`src/rtl/fp_pkg.sv`:
```
// Shared definitions for the FP compare/min/max datapath: op encodings,
// ordering codes, per-operand class bundle and the canonical quiet NaN.
package fp_pkg;

    localparam logic [2:0] FOP_FEQ  = 3'b000;
    localparam logic [2:0] FOP_FLT  = 3'b001;
    localparam logic [2:0] FOP_FLE  = 3'b010;
    localparam logic [2:0] FOP_FMIN = 3'b011;
    localparam logic [2:0] FOP_FMAX = 3'b100;

    localparam logic [1:0] CMP_EQ = 2'b00;
    localparam logic [1:0] CMP_GT = 2'b01;
    localparam logic [1:0] CMP_LT = 2'b10;
    localparam logic [1:0] CMP_UN = 2'b11;

    typedef struct packed {
        logic is_nan;
        logic is_snan;
        logic is_zero;
    } fp_class_t;

    // Canonical NaN: sign 0, exponent all ones, mantissa MSB set, rest 0.
    // Returned zero-extended to 64 bits; callers truncate to their width.
    function automatic logic [63:0] fp_canon_nan(input int exp_w, input int man_w);
        logic [63:0] v;
        v = '0;
        for (int i = 0; i < 64; i++) begin
            if ((i >= man_w) && (i < man_w + exp_w)) v[i] = 1'b1;
            if (i == man_w - 1) v[i] = 1'b1;
        end
        return v;
    endfunction

endpackage

```
`src/rtl/fp_classify.sv`:
```
// Combinational operand classifier: NaN, signalling NaN and zero detection.
// Takes only the exponent/mantissa field; the sign never affects the class.
module fp_classify #(
    parameter int EXP_W = 8,
    parameter int MAN_W = 23
) (
    input  logic [EXP_W+MAN_W-1:0] i_mag,
    output logic                   o_is_nan,
    output logic                   o_is_snan,
    output logic                   o_is_zero
);

    logic [EXP_W-1:0] w_exp;
    logic [MAN_W-1:0] w_man;

    assign w_exp = i_mag[EXP_W+MAN_W-1:MAN_W];
    assign w_man = i_mag[MAN_W-1:0];

    // Decode the class bits from the exponent/mantissa fields.
    always_comb begin
        o_is_nan  = (&w_exp) && (|w_man);
        o_is_snan = o_is_nan && !w_man[MAN_W-1];
        o_is_zero = !(|w_exp) && !(|w_man);
    end

endmodule

```
`src/rtl/fp_compare_pipe.sv`:
```
// Two-stage pipelined IEEE-754 compare/min/max unit (FEQ/FLT/FLE/FMIN/FMAX).
// Stage 1 captures operands, op, tag and operand classes; stage 2 captures
// the final result, ordering code and invalid flag.
//
// Handshake: an item transfers on a port in any cycle where valid and ready
// are both high at the rising clock edge. Valid, once raised, holds with its
// payload stable until ready is seen. in_ready is combinational from
// out_ready so a full pipe can still accept when the consumer drains.
module fp_compare_pipe
    import fp_pkg::*;
#(
    parameter int EXP_W = 8,
    parameter int MAN_W = 23,
    parameter int TAG_W = 5,
    localparam int W = 1 + EXP_W + MAN_W
) (
    input  logic             clk,
    input  logic             rst_n,
    input  logic             in_valid,
    output logic             in_ready,
    input  logic [W-1:0]     a_operand,
    input  logic [W-1:0]     b_operand,
    input  logic [2:0]       op,
    input  logic [TAG_W-1:0] in_tag,
    output logic             out_valid,
    input  logic             out_ready,
    output logic [W-1:0]     result,
    output logic [1:0]       cmp_code,
    output logic             flag_nv,
    output logic [TAG_W-1:0] out_tag
);

    localparam logic [63:0]  CANON_NAN_64 = fp_canon_nan(EXP_W, MAN_W);
    localparam logic [W-1:0] CANON_NAN    = CANON_NAN_64[W-1:0];

    // Stage 1 registers
    logic             r_s1_valid;
    logic [W-1:0]     r_s1_a;
    logic [W-1:0]     r_s1_b;
    logic [2:0]       r_s1_op;
    logic [TAG_W-1:0] r_s1_tag;
    fp_class_t        r_s1_a_cls;
    fp_class_t        r_s1_b_cls;

    // Stage 2 (output) registers
    logic             r_s2_valid;
    logic [W-1:0]     r_result;
    logic [1:0]       r_cmp_code;
    logic             r_flag_nv;
    logic [TAG_W-1:0] r_out_tag;

    // Flow control
    logic w_s2_adv;
    logic w_s1_adv;

    // Classifier outputs on the incoming operands
    fp_class_t w_a_cls;
    fp_class_t w_b_cls;

    // Stage 2 combinational results
    logic         w_a_sign;
    logic         w_b_sign;
    logic [W-2:0] w_a_mag;
    logic [W-2:0] w_b_mag;
    logic         w_any_nan;
    logic         w_any_snan;
    logic [1:0]   w_cmp;
    logic [W-1:0] w_min;
    logic [W-1:0] w_max;
    logic [W-1:0] w_result;
    logic         w_nv;

    assign w_s2_adv  = !r_s2_valid || out_ready;
    assign w_s1_adv  = !r_s1_valid || w_s2_adv;
    assign in_ready  = w_s1_adv;

    assign out_valid = r_s2_valid;
    assign result    = r_result;
    assign cmp_code  = r_cmp_code;
    assign flag_nv   = r_flag_nv;
    assign out_tag   = r_out_tag;

    fp_classify #(.EXP_W(EXP_W), .MAN_W(MAN_W)) u_class_a (
        .i_mag     (a_operand[W-2:0]),
        .o_is_nan  (w_a_cls.is_nan),
        .o_is_snan (w_a_cls.is_snan),
        .o_is_zero (w_a_cls.is_zero)
    );

    fp_classify #(.EXP_W(EXP_W), .MAN_W(MAN_W)) u_class_b (
        .i_mag     (b_operand[W-2:0]),
        .o_is_nan  (w_b_cls.is_nan),
        .o_is_snan (w_b_cls.is_snan),
        .o_is_zero (w_b_cls.is_zero)
    );

    // Stage 1: capture an accepted item with its operand classes.
    always_ff @(posedge clk or negedge rst_n) begin
        if (!rst_n) begin
            r_s1_valid <= 1'b0;
            r_s1_a     <= '0;
            r_s1_b     <= '0;
            r_s1_op    <= '0;
            r_s1_tag   <= '0;
            r_s1_a_cls <= '0;
            r_s1_b_cls <= '0;
        end else if (w_s1_adv) begin
            r_s1_valid <= in_valid;
            if (in_valid) begin
                r_s1_a     <= a_operand;
                r_s1_b     <= b_operand;
                r_s1_op    <= op;
                r_s1_tag   <= in_tag;
                r_s1_a_cls <= w_a_cls;
                r_s1_b_cls <= w_b_cls;
            end
        end
    end

    // Ordering of the stage-1 operands (NaN, signed zero, sign-magnitude).
    always_comb begin
        w_a_sign   = r_s1_a[W-1];
        w_b_sign   = r_s1_b[W-1];
        w_a_mag    = r_s1_a[W-2:0];
        w_b_mag    = r_s1_b[W-2:0];
        w_any_nan  = r_s1_a_cls.is_nan || r_s1_b_cls.is_nan;
        w_any_snan = r_s1_a_cls.is_snan || r_s1_b_cls.is_snan;
        w_cmp      = CMP_EQ;
        if (w_any_nan) begin
            w_cmp = CMP_UN;
        end else if (r_s1_a_cls.is_zero && r_s1_b_cls.is_zero) begin
            w_cmp = CMP_EQ;
        end else if (w_a_sign != w_b_sign) begin
            w_cmp = w_a_sign ? CMP_LT : CMP_GT;
        end else if (w_a_mag == w_b_mag) begin
            w_cmp = CMP_EQ;
        end else if (!w_a_sign) begin
            w_cmp = (w_a_mag > w_b_mag) ? CMP_GT : CMP_LT;
        end else begin
            w_cmp = (w_a_mag < w_b_mag) ? CMP_GT : CMP_LT;
        end
    end

    // Min/max selection, including NaN propagation and the -0 < +0 rule.
    always_comb begin
        w_min = r_s1_a;
        w_max = r_s1_a;
        if (r_s1_a_cls.is_nan && r_s1_b_cls.is_nan) begin
            w_min = CANON_NAN;
            w_max = CANON_NAN;
        end else if (r_s1_a_cls.is_nan) begin
            w_min = r_s1_b;
            w_max = r_s1_b;
        end else if (r_s1_b_cls.is_nan) begin
            w_min = r_s1_a;
            w_max = r_s1_a;
        end else if (r_s1_a_cls.is_zero && r_s1_b_cls.is_zero) begin
            w_min = w_a_sign ? r_s1_a : r_s1_b;
            w_max = w_a_sign ? r_s1_b : r_s1_a;
        end else if (w_cmp == CMP_LT) begin
            w_min = r_s1_a;
            w_max = r_s1_b;
        end else if (w_cmp == CMP_GT) begin
            w_min = r_s1_b;
            w_max = r_s1_a;
        end
    end

    // Per-op result and invalid flag; reserved ops give zero result and flag.
    always_comb begin
        w_result = '0;
        w_nv     = 1'b0;
        case (r_s1_op)
            FOP_FEQ: begin
                w_result[0] = (w_cmp == CMP_EQ);
                w_nv        = w_any_snan;
            end
            FOP_FLT: begin
                w_result[0] = (w_cmp == CMP_LT);
                w_nv        = w_any_nan;
            end
            FOP_FLE: begin
                w_result[0] = (w_cmp == CMP_LT) || (w_cmp == CMP_EQ);
                w_nv        = w_any_nan;
            end
            FOP_FMIN: begin
                w_result = w_min;
                w_nv     = w_any_snan;
            end
            FOP_FMAX: begin
                w_result = w_max;
                w_nv     = w_any_snan;
            end
            default: begin
                w_result = '0;
                w_nv     = 1'b0;
            end
        endcase
    end

    // Stage 2: register outputs; they hold while the consumer stalls.
    always_ff @(posedge clk or negedge rst_n) begin
        if (!rst_n) begin
            r_s2_valid <= 1'b0;
            r_result   <= '0;
            r_cmp_code <= '0;
            r_flag_nv  <= 1'b0;
            r_out_tag  <= '0;
        end else if (w_s2_adv) begin
            r_s2_valid <= r_s1_valid;
            if (r_s1_valid) begin
                r_result   <= w_result;
                r_cmp_code <= w_cmp;
                r_flag_nv  <= w_nv;
                r_out_tag  <= r_s1_tag;
            end
        end
    end

endmodule

```
`config.mk`:
```
export PLATFORM = sky130hd
export DESIGN_NAME = fp_compare_pipe
export DESIGN_NICKNAME = d
export VERILOG_FILES = /design/src/rtl/fp_pkg.sv /design/src/rtl/fp_classify.sv /design/src/rtl/fp_compare_pipe.sv
export SDC_FILE = /design/constraint.sdc
export NUM_CORES = 1
export LEC_CHECK = 0
export BUFFER_PORTS_ARGS = -buffer_cell sky130_fd_sc_hd__buf_2
export CAP_MARGIN = 20
export CORE_AREA = 2 2 157 159
export CTS_BUF_LIST = sky130_fd_sc_hd__clkbuf_16
export DETAILED_ROUTE_END_ITERATION = 7
export DIE_AREA = 0 0 159 161
export HOLD_SLACK_MARGIN = 0.03
export PLACE_DENSITY = 0.54
export SYNTH_ARGS = -nofsm -noshare
export SYNTH_HDL_FRONTEND = slang
export SYNTH_HIERARCHICAL = 1
export SYNTH_SLANG_ARGS = --single-unit
```
`constraint.sdc`:
```
create_clock -name clk -period 7.5 [get_ports clk]
set_clock_uncertainty 0.15 [all_clocks]
set_input_delay 1.125 -clock clk [delete_from_list [all_inputs] [get_ports clk]]
set_output_delay 1.125 -clock clk [all_outputs]
set_load 0.02 [all_outputs]
```
==> out/qor.txt <==
Antenna Nets Post-Route -> 0
Slew Viols, Final -> 0
Slew headroom -> 38.4%
Die W -> 159 um
Die height -> 161 um
Status -> finished, final reports clean
Synth async-reset ratio -> 100%
DIE AREA -> 25,600 um2
Largest net degree at the start of global routing -> 71
Family with the most delay on the worst path -> compound AO/OA/AOI/OAI gates
Wire length of the first global-routing pass -> 33.4 mm
H-tree lvl count -> 4
Synthesized Nets -> 775
Setup_tns -> 0 ps
Worst-case clock buffer depth -> 2
Yosys warning total -> 6
Hold endpoint -> out_tag[1]
Slowest-stage cell, CP -> a22oi_2
Port Buffer Count -> 117
R2R Setup Slk -> 3510 ps
Avg Inst Size Synth -> 10.6 um2
Clk Latency, worst-skew pair -> 420 ps
Iter 0 DRT Violations -> 330
Power Dens Cells -> 273 nW/um2
Register area -> 3000 um2
Total clock buffers created by CTS -> 17
Crit. End Element -> flip-flop
CTS Hold Buffers Added -> 0
Starting Density -> 29.4%
Combinational share of power -> 27.8%
Vias post-DR -> 5,763
PostCTS Resize Cnt -> 0
Core Rows -> 57
Most common cell after layout, fill and taps aside -> dfrtp_1
Total global routing track utilization -> 16.8%
Dominant synthesized flop cell -> dfrtp_1
Max Fclk -> 251 MHz
Initial antenna violation count -> 0
CTS tree -> yes
FF-to-FF End -> result[5]
Clock Power Share -> 35.1%
Worst min path class -> reg -> reg
Remaining global-route overflow -> 0
# setup viols final -> 0
Vias in the first global route -> 5,644
Setup bufs post-CTS -> 0
Reg clk slew, reported paths -> 60 ps
Internal power -> 1.55 mW
Cells after synthesis -> 666
DRC errors left -> 0
Hold Vio Cnt, Final -> 0
Net Sw Frac -> 33.5%
Maxcap violations -> 0
WS Path Type -> reg -> reg
Crit path arrival time -> 4140 ps
Area occupied by multi-input gates -> 3740 um2
Sequential Power Share -> 37.1%
WHS Path Cells -> 2
Clock sinks -> 120
Drt first pass iters -> 4
Startpoint Class -> flip-flop
Io pins -> 118
Reg2reg start -> r_s1_b[29]
Worst-path cell chain -> inv_1 > ha_1 > nand4_1 > nor4_2 > a21boi_2 > o211ai_1 > a22oi_2 > a2bb2oi_2 > nor2_1 > buf_4 > a221o_1
Minimum clock period -> 3990 ps
Placer Congestion -> 0.826
DR WL/cell -> 19.3 um
Worst slew pin tran -> 924 ps
Core Area -> 24,000 um2
Post-layout nets -> 879
RSZ-0062 raised after global routing -> false
CP required -> 7650 ps
DP Worst Slack -> 3530 ps
VDD IR max -> 0.166 mV
Distinct cells, synth -> 61
Period utilization -> 53.2%
Worst hold start -> r_s1_tag[1]
Post-synth EDFFs -> 0
Post-synthesis sequential element count -> 120
Psw -> 781 uW
Crit-path max cell delay -> 720 ps
Area Overhead vs Synth -> 21.0%
Maximum fanout along the worst path -> 21
Root buffer cell -> clkbuf_16
Sequential element share of the synthesized area -> 42.6%
P_leak -> 3.85 nW
Hpwl dp -> 14.8 mm
Worst Reg-to-Reg Cells -> 11
Via/cell ratio -> 5.21
Fillcell total -> 2,503
DRT Wirelength -> 21.4 mm
Share of cells above drive strength 1 -> 34.8%
Synthesized area -> 7050 um2
Commonest cells after routing, fill and taps aside -> dfrtp_1 (120), buf_2 (116), mux2_2 (78), nand2_1 (69), inv_1 (37)
PnR worst setup slack -> 3510 ps
Antenna cells -> 0
Buffers plus inverters on the worst setup path -> 2
-- through the flow --
step / utilization, % / instances / power, mW / instance area, um2 / hold WS [ps]
after floorplan: - / 666 / 1.31 / 7050 / 283
after global placement: 33.2 / 1075 / 1.52 / 7960 / 289
after detailed placement: 33.2 / 1075 / 1.53 / 7960 / 299
after CTS: 35.6 / 1106 / 2.35 / 8530 / 310
after global routing: 35.6 / 1106 / 2.46 / 8530 / 341
final: 35.6 / 1106 / 2.33 / 8530 / 311
-- routing by layer --
layer	routed length, um	GRT usage [%]
met5	0	0
met4	289	4.30
met3	1160	3.54
met2	9510	25.6
met1	10400	24.2
-- final cells by class --
type,count,share of cell area [%]
tap,324,4.75
timing repair buffer,131,8.12
sequential,120,35.2
multi-input combinational,467,43.8
clock buffer,17,4.99
clock inverter,14,1.69
inverter,33,1.45
-- registers in the layout, summed over array words and instances, names as in the netlist, 2 cells and up --
name	flops
r_s1_a	32
r_s1_b	32
result	32
out_tag	5
r_s1_tag	5
r_s1_a_cls	3
r_s1_b_cls	3
r_s1_op	3
cmp_code	2
-- kinds of logic after synthesis --
| group | synth area share, % |
|---|---|
| mux | 16.0 |
| buf+inv | 4.61 |
| fa+ha+maj | 5.86 |
| simple gates | 11.6 |
| flops | 42.6 |
| compound gates | 19.4 |
-- power by group through the flow --
stage	registers [mW]	logic, mW	clock network [mW]
after floorplan	0.900	0.406	0
after global placement	0.875	0.648	0
after detailed placement	0.874	0.652	0
after CTS	0.865	0.654	0.831
after global routing	0.882	0.714	0.863
final	0.864	0.647	0.816
-- synthesized netlist by cell type, types with 2 or more instances --
library cell	number	share of area, %
or4_1	2	0.21
a2bb2oi_1	2	0.25
o22ai_1	18	1.6
nor3_1	9	0.64
a22o_1	10	1.2
nand3b_1	3	0.32
dfrtp_1	120	43
nand2b_1	3	0.27
o21ai_0	9	0.64
nor4_1	11	0.98
o21ai_1	2	0.14
a211oi_2	3	0.53
or4_4	3	0.48
buf_1	12	0.64
o211ai_1	2	0.21
nor2_2	2	0.18
nor3b_1	2	0.21
nand2_1	71	3.8
nor2b_1	3	0.27
a211oi_1	3	0.32
a221oi_1	9	1.1
mux2_2	78	12
nor2_1	27	1.4
buf_2	2	0.14
o31ai_1	22	2.3
o211ai_2	9	1.6
mux2i_1	10	1.4
buf_6	3	0.48
a31oi_1	2	0.18
and3_1	2	0.18
or2_1	2	0.18
a2111oi_0	3	0.37
inv_1	33	1.8
clkbuf_1	28	1.5
a22oi_1	24	2.6
mux2_4	9	1.9
nand4_1	13	1.2
a21oi_1	18	1.3
ha_1	33	5.9
nand3_1	4	0.28
a221o_1	21	3.0
and4_1	4	0.50
and2_1	2	0.18
-- worst reg2reg max path: stages (launching register included) --
cell and delay, ps:
dfrtp_1 420, inv_1 60, ha_1 320, nand4_1 210
nor4_2 520, a21boi_2 440, o211ai_1 220, a22oi_2 720
a2bb2oi_2 160, nor2_1 50, buf_4 220, a221o_1 390
-- worst max path at each step --
stage	from	endpoint	depth (start not counted)
3_5_place_dp	r_s1_b[29]	result[7]	11
3_3_place_gp	r_s1_b[8]	result[12]	12
4_1_cts	r_s1_b[29]	result[5]	11
5_1_grt	r_s1_b[29]	result[7]	11
6_report	r_s1_b[29]	result[5]	11
2_1_floorplan	r_s1_a[30]	result[0]	11
No activity file was read; power rests on OpenSTA's default activity.
